$ cat config.mk
export PLATFORM = sky130hd
export DESIGN_NAME = path_mem_slave
export DESIGN_NICKNAME = d
export VERILOG_FILES = /design/src/rtl/path_mem_slave.sv
export SDC_FILE = /design/constraint.sdc
export NUM_CORES = 1
export LEC_CHECK = 0
export ABC_AREA = 1
export CAP_MARGIN = 20
export CORE_MARGIN = 5
export CORE_UTILIZATION = 40
export DETAILED_ROUTE_END_ITERATION = 12
export PLACE_DENSITY = 0.59
export SETUP_SLACK_MARGIN = 0.05
export SYNTH_ARGS = -nofsm -noshare
export SYNTH_HDL_FRONTEND = slang
export SYNTH_SLANG_ARGS = --single-unit
export TNS_END_PERCENT = 100
$ cat constraint.sdc
create_clock -name clk -period 3.29 [get_ports clk]
set_input_delay 0.329 -clock clk [delete_from_list [all_inputs] [get_ports clk]]
set_output_delay 0.329 -clock clk [all_outputs]
set_load 0.1 [all_outputs]
$ cat src/rtl/path_mem_slave.sv
// Memory-side responder: grants req after a programmable delay, stores granted beats in order.
// Grant is registered (gnt_dly+2 edges after req); read data 1-cycle; gnt drops when full.
module path_mem_slave #(
  parameter int DATA_W = 8,
  parameter int DEPTH  = 64,
  parameter int ADDR_W = 6,
  parameter int EXPECT = 60
) (
  input  logic              clk,
  input  logic              rst,
  input  logic [3:0]        gnt_dly_i,
  input  logic              req_i,
  output logic              gnt_o,
  input  logic              valid_i,
  input  logic [DATA_W-1:0] data_i,
  input  logic              rd_en_i,
  input  logic [ADDR_W-1:0] rd_addr_i,
  output logic [DATA_W-1:0] rd_data_o,
  output logic [ADDR_W:0]   count_o,
  output logic              full_o,
  output logic              overflow_o,
  output logic              done_o
);

  typedef enum logic [1:0] {IDLE, WAIT, GRANT} state_t;

  localparam logic [ADDR_W:0] DEPTH_C   = (ADDR_W+1)'(DEPTH);
  localparam logic [ADDR_W:0] LAST_C    = (ADDR_W+1)'(DEPTH - 1);
  localparam logic [ADDR_W:0] EXPECT_M1 = (ADDR_W+1)'(EXPECT - 1);

  state_t              r_state;
  state_t              w_state_nxt;
  logic [3:0]          r_dly;
  logic [3:0]          w_dly_nxt;
  logic                r_gnt;
  logic [ADDR_W-1:0]   r_wr_ptr;
  logic [ADDR_W:0]     r_count;
  logic                r_ovf;
  logic                r_done;
  logic [DATA_W-1:0]   r_rd_data;
  logic [DATA_W-1:0]   r_mem [DEPTH];

  logic                w_full;
  logic                w_we;
  logic                w_fill;

  assign w_full = (r_count == DEPTH_C);
  assign w_we   = (r_state == GRANT) && valid_i && !w_full;
  assign w_fill = w_we && (r_count == LAST_C);

  always_comb begin
    w_state_nxt = r_state;
    w_dly_nxt   = r_dly;
    case (r_state)
      IDLE: begin
        if (req_i && !w_full) begin
          w_state_nxt = WAIT;
          w_dly_nxt   = gnt_dly_i;
        end
      end
      WAIT: begin
        if (!req_i) begin
          w_state_nxt = IDLE;
        end else if (r_dly == 4'd0) begin
          w_state_nxt = GRANT;
        end else begin
          w_dly_nxt = r_dly - 4'd1;
        end
      end
      GRANT: begin
        // The write that fills the last entry ends the grant on the same edge.
        if (!req_i || w_fill || w_full) begin
          w_state_nxt = IDLE;
        end
      end
      default: w_state_nxt = IDLE;
    endcase
  end

  always_ff @(posedge clk) begin
    if (rst) begin
      r_state   <= IDLE;
      r_dly     <= 4'd0;
      r_gnt     <= 1'b0;
      r_wr_ptr  <= '0;
      r_count   <= '0;
      r_ovf     <= 1'b0;
      r_done    <= 1'b0;
      r_rd_data <= '0;
    end else begin
      r_state <= w_state_nxt;
      r_dly   <= w_dly_nxt;
      r_gnt   <= (w_state_nxt == GRANT);
      if (w_we) begin
        r_wr_ptr <= r_wr_ptr + 1'b1;
        r_count  <= r_count + 1'b1;
      end
      r_done <= w_we && (r_count == EXPECT_M1);
      if (valid_i && w_full) begin
        r_ovf <= 1'b1;
      end
      if (rd_en_i) begin
        r_rd_data <= r_mem[rd_addr_i];
      end
    end
  end

  // Storage is never cleared; reset only suppresses the write on its edge.
  always_ff @(posedge clk) begin
    if (w_we && !rst) begin
      r_mem[r_wr_ptr] <= data_i;
    end
  end

  assign gnt_o      = r_gnt;
  assign rd_data_o  = r_rd_data;
  assign count_o    = r_count;
  assign full_o     = w_full;
  assign overflow_o = r_ovf;
  assign done_o     = r_done;

endmodule

* Yosys cells after proc, flatten, opt, wreduce, memory -nomap -nowiden
Memory sizes are Yosys's and may differ from the RTL's. A register that Yosys moved wholly into a read port is not among the register bits.
Cells that the tools add are included.
Widths: inputs -> output; s select.
** Cells by class
- Reductions and logical operators :: 16
- Muxes and demuxes :: 11
- Add/sub/neg operators :: 3
- Equal/unequal tests :: 9
** Operators with widths (number)
- $eq 7x6->1 const B :: 2
- $mux 4 :: 3
- $mux 2 :: 4
- $pmux 4 s2 :: 1
- $add 7x1->7 const B :: 1
- $eq 7x7->1 const B :: 1
- $logic_and 1x1->1 :: 7
- $add 6x1->6 const B :: 1
- $ne 2x2->1 const B :: 3
- $pmux 2 s3 :: 1
- $eq 2x2->1 const B :: 2
- $logic_not 4->1 :: 1
- $reduce_and 4->1 :: 1
- $sub 4x1->4 const B :: 1
- $logic_not 1->1 :: 3
- $eq 2x1->1 const B :: 1
- $logic_not 2->1 :: 1
- $logic_or 1x1->1 :: 2
- $mux 1 :: 2
- $reduce_bool 2->1 :: 1
** Word-level totals
- Register bits after elaboration :: 22
- Memories :: 1
- Bits in writable memories :: 512
- Input bits :: 23
- Output and inout port bits :: 19
** Memory list
- r_mem :: depth 64, bits a word 8, read ports 1, clocked after memory_dff 1, write ports 1, RTL line 41 : logic [DATA_W-1:0] r_mem [DEPTH];

* Logic depth before layout (Yosys ltp)
- Depth in word-level cells :: 9
- Gate-level depth with buffers :: 14

* Worst setup path after synthesis
No wires, ideal clock.
- Path type :: reg-to-reg
- Start :: register r_count[0] (netlist: count_o[0])
- End :: memory r_mem[63][0], enable pin
- Arrival time :: 2.641 ns
- Slack :: 0.266 ns
- Cell stages (with the launch flop) :: 11
- Clock period less this slack :: 3.024 ns
- Cell sequence :: dfxtp_1 > inv_1 > ha_1 > inv_1 > nor3_1 > nand2_1 > nand2_2 > buf_2 > nor2_1 > nand2_1 > nor3_1
** On the way
- Longest elaborated chain between the ends :: 6
** Ends and longest elaborated chain
- from (decl) :: RTL line 37 : logic [ADDR_W:0] r_count;
- from (signal assigned) :: RTL line 96 : r_count <= r_count + 1'b1;
- $eq 7x7->1 :: RTL line 47 : assign w_full = (r_count == DEPTH_C);
- $logic_not 1->1 :: RTL line 48 : assign w_we = (r_state == GRANT) && valid_i && !w_full;
- $logic_and 1x1->1 :: RTL line 48
- $logic_and 1x1->1 :: RTL line 110 : if (w_we && !rst) begin
- $mux 1 :: RTL line 110
- $mux 1 (implied by the code) :: RTL line 111 : r_mem[r_wr_ptr] <= data_i;
- to (decl) :: RTL line 41
No other way between the ends.

* Worst setup path after layout
- Start :: register r_rd_data[4] (netlist: rd_data_o[4]), read port of r_mem
- End :: output rd_data_o[4]
** RTL lines
- from (decl) :: RTL line 40 : logic [DATA_W-1:0] r_rd_data;
- to (decl) :: RTL line 18 : output logic [DATA_W-1:0] rd_data_o,
No word-level cell between the ends.

==> metrics.md <==
| Metric | Value |
|---|---|
| Status | complete, no violations |
| Critical Path RT | 2.96 ns |
| Area of the die | 0.0606 mm2 |
| Peak supply drop | 0.375 mV |
| Worst slew pin tran | 1.10 ns |
| Fin. Hold Viols | 0 |
| Total gr overflow | 0 |
| Tcrit/Tclk final | 0.800 |
| CP cell instances | clkdlybuf4s50_1 |
| First-pass GRT wire length | 87,000 um |
| Final core occ | 0.464 |
| Simple-gate portion of the synthesized area | 0.232 |
| DR vias/cell | 5.27 |
| Int Pwr | 0.0118 W |
| Most frequent cells in the layout | 603 x nand2_1, 512 x edfxtp_1, 482 x nand3_1 |
| FF+latch count, synth | 542 |
| Slew HR | 0.269 |
| CP Capture Type | output port |
| Final slew viol count | 0 |
| Core box area | 0.0552 mm2 |
| Startpoint Class | flop |
| Tot GR Track Use | 0.186 |
| YS warnings | 0 |
| Initial antenna violation count | 1 |
| CTS max path bufs | 3 |
| CTS tree | yes |
| Top cell type's share of synthesized area | 0.689 |
| Reg clk slew, reported paths | 0.06 ns |
| Clock root buffer | clkbuf_16 |
| Synth-to-Final Area Change | 14.7% |
| CP arrival | 2.30 ns |
| Largest family of logic cells by synthesized area | simple AND/OR/NAND/NOR gates |
| Chip height | 246 um |
| Leak Pwr | 9.19 nW |
| Post-CTS setup buffers | 0 |
| Final setup skew | 0.0214 ns |
| Most common cell after layout, fill and taps aside | nand2_1 |
| Hold crit path type | in2reg |
| Largest area contributor in the netlist | edfxtp_1 |
| Number of buffers created by CTS | 56 |
| Gpl congestion | 0.853 |
| Max_cap viols | 0 |
| Area contributors post-synth | edfxtp_1 69%, nand3_1 11%, nand2_1 10% |
| Syn_nets | 1,973 |
| Switch share | 0.219 |
| Vias in the first global route | 14,526 |
| Final setup viols | 0 |
| Nets | 2,045 |
| Post-route ant nets | 0 |
| Crit-path max FO | 2 |
| Avg WL per Cell | 20.3 um |
| Combinational share of power | 0.061 |
| Avg Cell Area, Syn | 11.5 um2 |
| Hold Buf Count CTS | 0 |
| Cts repair resizes | 0 |
| # H-tree levels | 2 |
| # rows | 86 |
| Flop pwr share | 0.502 |
| RSZ-0062 raised after global routing | false |
| Cell area after synthesis | 0.0223 mm2 |
| P per Cell Area | 589 mW/mm2 |
| Routed WL | 57,100 um |
| Slowest stage delay, CP | 1.21 ns |
| Area share of fa/ha/maj cells after synthesis | 0.00224 |
| Setup_tns | 0 ns |
| Die Span X | 246 um |
| Largest net degree at the start of global routing | 125 |
| CP bufs+invs | 1 |
| Clk network pwr share | 0.436 |
| Ant diodes | 0 |
| Critical Setup Path Class | reg2out |
| DRT iter0 DRCs | 1,443 |
| Synth Area in XOR/XNOR | 0.000393 |
| Fraction of layout cells with a size suffix above 1 | 0.0929 |
| CP delay by family, top | buffers and inverters |
| Clock Latency Late Sink | 0.61 ns |
| IO Port Bufs | 41 |
| Seq/Total Area, Yosys | 0.716 |
| Max Clock Freq | 380 MHz |
| # clock sinks | 542 |
| Dpl hpwl | 34,600 um |
| Gate Count Post-Synth | 1,946 |
| Minimum clock period | 2.63 ns |
| Post-synthesis mux area share | 0 |
| Drt pass-1 iters | 5 |
| IO Pins | 42 |
| Slowest CP cell | clkdlybuf4s50_1 |
| Synth unique cells | 26 |
| Net Switching | 0.00331 W |
| DRC | 0 |
| Post-synthesis compound-gate area fraction | 0.00763 |
| R2R setup slack | 0.73 ns |
| Total number of vias | 14,833 |
| Initial core utilization | 0.404 |
cells in the mapped netlist:
cell / instances
nand4_1: 8
a31oi_1: 3
ha_1: 4
buf_6: 21
clkbuf_1: 16
nand2_2: 1
nor2_1: 99
inv_2: 3
nor3b_1: 3
buf_2: 42
o21ai_0: 15
a211oi_1: 1
nor3_1: 9
buf_1: 11
inv_6: 1
buf_8: 2
edfxtp_1: 512
a21oi_1: 12
dfxtp_1: 30
a31o_1: 1
inv_1: 42
nor2_2: 1
buf_4: 23
xor2_1: 1
nand2_1: 603
nand3_1: 482
final cells by class:
type                            count  area (um2)
Clock buffer                       73        1530
Multi-Input combinational cell   1243        5410
Tap cell                          748         936
Sequential cell                   542       16000
Clock inverter                     33         402
Inverter                           46         180
Fill cell                        4985       29600
Timing Repair Buffer              129        1160
registers in the layout, indices dropped and copies added (netlist names):
name and flops:
overflow_o 1, rd_data_o 8, gnt_o 1, count_o 7, done_o 1, r_state 2, r_mem 512, r_dly 4
r_wr_ptr 6
per-layer routing:
metal	global-route usage	vias to the layer above	share of wire
li1	-	6978	-
met2	0.290	503	0.46
met3	0.0380	111	0.068
met5	0	-	0.00023
met1	0.265	7239	0.44
met4	0.0604	2	0.031
power by group through the flow:
stage / sequential [W] / combinational [W] / clock, W
after floorplan: 0.00778 / 0.000510 / 0
after global placement: 0.00772 / 0.000911 / 0
after detailed placement: 0.00772 / 0.000926 / 0
after CTS: 0.00757 / 0.000929 / 0.00670
after global routing: 0.00757 / 0.00101 / 0.00699
final: 0.00758 / 0.000924 / 0.00658
worst paths after layout:
kind | cells past startpoint | end | from
max | 1 | rd_data_o[4] | rd_data_o[4]
min | 1 | r_mem[48][5] | data_i[5]
max reg2reg | 9 | r_mem[60][7] | count_o[0]
min reg2reg | 2 | overflow_o | overflow_o
metrics by stage:
| step | hold WS, ns | area [um2] | std cells | total power [W] | setup slack (ns) |
|---|---|---|---|---|---|
| floorplan | 0.428 | 22300 | 1946 | 0.00829 | 0.266 |
| global placement | 0.466 | 23600 | 2705 | 0.00863 | 0.625 |
| detailed placement | 0.475 | 23600 | 2707 | 0.00864 | 0.618 |
| CTS | 0.173 | 25600 | 2813 | 0.0152 | 0.611 |
| global route | 0.179 | 25600 | 2814 | 0.0156 | 0.509 |
| finish | 0.184 | 25600 | 2814 | 0.0151 | 0.659 |
logic make-up (layout without fill, tap and decap cells):
kind of cell | Yosys count | after routing
adder cells (fa/ha/maj) | 4 | 4
AO/OA/AOI/OAI | 32 | 32
buffers and inverters | 161 | 281
flip-flops | 542 | 542
AND/OR/NAND/NOR | 1206 | 1206
XOR/XNOR | 1 | 1
Power figures use the tool's default switching activity.
==> edit (config.mk and constraints unchanged) <==
`DEPTH`: 64 -> 128.
--- a/src/rtl/path_mem_slave.sv
+++ b/src/rtl/path_mem_slave.sv
@@ -3,5 +3,5 @@
 module path_mem_slave #(
   parameter int DATA_W = 8,
-  parameter int DEPTH  = 64,
+  parameter int DEPTH  = 128,
   parameter int ADDR_W = 6,
   parameter int EXPECT = 60
Check against the original RTL: not equivalent (Yosys sat finds a counterexample within 4 cycles, from zero or initial values and one cycle with rst high).
==> edit against the unedited design <==
Synthesized area shrank 0.11%. Routed wire length about the same. First-iteration DRC count grew 0.35%. Setup slack gained 0.056 ns. Cell area decreased by 0.35%. Power is 1.4% lower. Worst hold slack worse by 0.11 ns. Via count shrank 0.26%. Count of clock-buffer cells in the layout up 2. Synthesized cell count is 0.21% lower. Sequential cell count stayed put. Largest power group unchanged.
==> edit: results <==
set metrics [dict create \
    synth_cells 1942 \
    synth.area.top_cells "edfxtp_1, nand3_1, nand2_1" \
    tightestPinTransition_ns 1.02 \
    grt_pass1_wl_mm 86.7 \
    synth_adder_area_share 0.00225 \
    outcome "complete, no violations" \
    place_congestion 0.879 \
    drt-pass1-iter-count 6 \
    grt_usage 0.188 \
    grt_pass1_vias 14300 \
    synth_compound_area_frac 0.00792 \
    final_nets 2039 \
    cts_buffers 55 \
    p_leak_nw 9.12 \
    wl_mm 57.2 \
    post-place-ws_ns 0.551 \
    grt_max_degree 127 \
    ys_types 27 \
    clock_skew_ns 0.0193 \
    dpl.hpwl_mm 34.6 \
    max-vdd-ir-drop_mv 0.388 \
    place_area_sq_mm 0.0236 \
    synth_commonest_cells "nand2_1, edfxtp_1, nand3_1" \
    fillCellCount 5004 \
    arrival_ns 2.87 \
]
==> edit: changes by cell type after synthesis, moves of 3 or more <==
cell,delta
buf_6,+4
buf_4,-15
nor3_1,-4
buf_2,+17
nand2_1,+4
a21oi_1,+4
nor2_1,-6
nand3_1,+4
clkbuf_1,-3
==> edit: worst paths after layout <==
kind,start,depth (start not counted),slack [ns],to
hold / removal,data_i[2],1,0.08,r_mem[56][2]$_DFFE_PP_
setup reg to reg,count_o[0]$_SDFFE_PP0P_,8,0.72,r_mem[45][6]$_DFFE_PP_
hold reg to reg,overflow_o$_SDFFE_PP0P_,2,0.49,overflow_o$_SDFFE_PP0P_
setup / recovery,count_o[0]$_SDFFE_PP0P_,8,0.72,r_mem[45][6]$_DFFE_PP_
==> edit: power breakdown <==
group	switching (W)	internal [W]	leakage (nW)	total, W
clock network	0.00258	0.00385	0.906	0.00643
logic	0.000654	0.000224	3.37	0.000878
registers	0.0000141	0.00755	4.84	0.00756
total	0.00325	0.0116	9.12	0.0149
==> edit: stage by stage <==
stage          hold slack (ns)   util
2_1_floorplan            0.428      -
3_3_place_gp             0.465  0.428
3_5_place_dp             0.470  0.428
4_1_cts                 0.0571  0.462
5_1_grt                 0.0707  0.462
6_report                0.0750  0.462
==> edit: final cells by class <==
cell class | count | area share
antenna | 1 | 0.0000981
clock buffer | 75 | 0.0610
clock inverter | 28 | 0.0125
inverter | 42 | 0.00648
multi-input combinational | 1243 | 0.212
sequential | 542 | 0.627
tap | 748 | 0.0367
timing repair buffer | 128 | 0.0442
==> edit: worst max-delay path, cell delays in order, from the launching register on <==
cell and delay, ns:
dfxtp_1 0.37, inv_1 0.09, ha_1 0.21, nand4_2 0.13
nand2_2 0.17, nor3_2 0.25, nand3_1 0.58, nor2_1 0.26
buf_4 0.21
==> edit: metal layers <==
| metal | global-route usage | part of all wire | up-vias |
|---|---|---|---|
| met3 | 0.0340 | 0.078 | 96 |
| met1 | 0.272 | 0.44 | 7219 |
| met2 | 0.293 | 0.45 | 519 |
| met5 | 0 | 0 | - |
| met4 | 0.0540 | 0.026 | 0 |
| li1 | - | - | 6960 |
==> edit: kinds of logic (layout without fill, tap and decap cells) <==
family / Yosys count / after routing
buffers and inverters: 157 / 273
adders and majority gates: 4 / 4
xor gates and xnor gates: 1 / 1
other: 0 / 1
AOI/OAI and AO/OA: 34 / 34
and+or+nand+nor: 1204 / 1204
DFF: 542 / 542
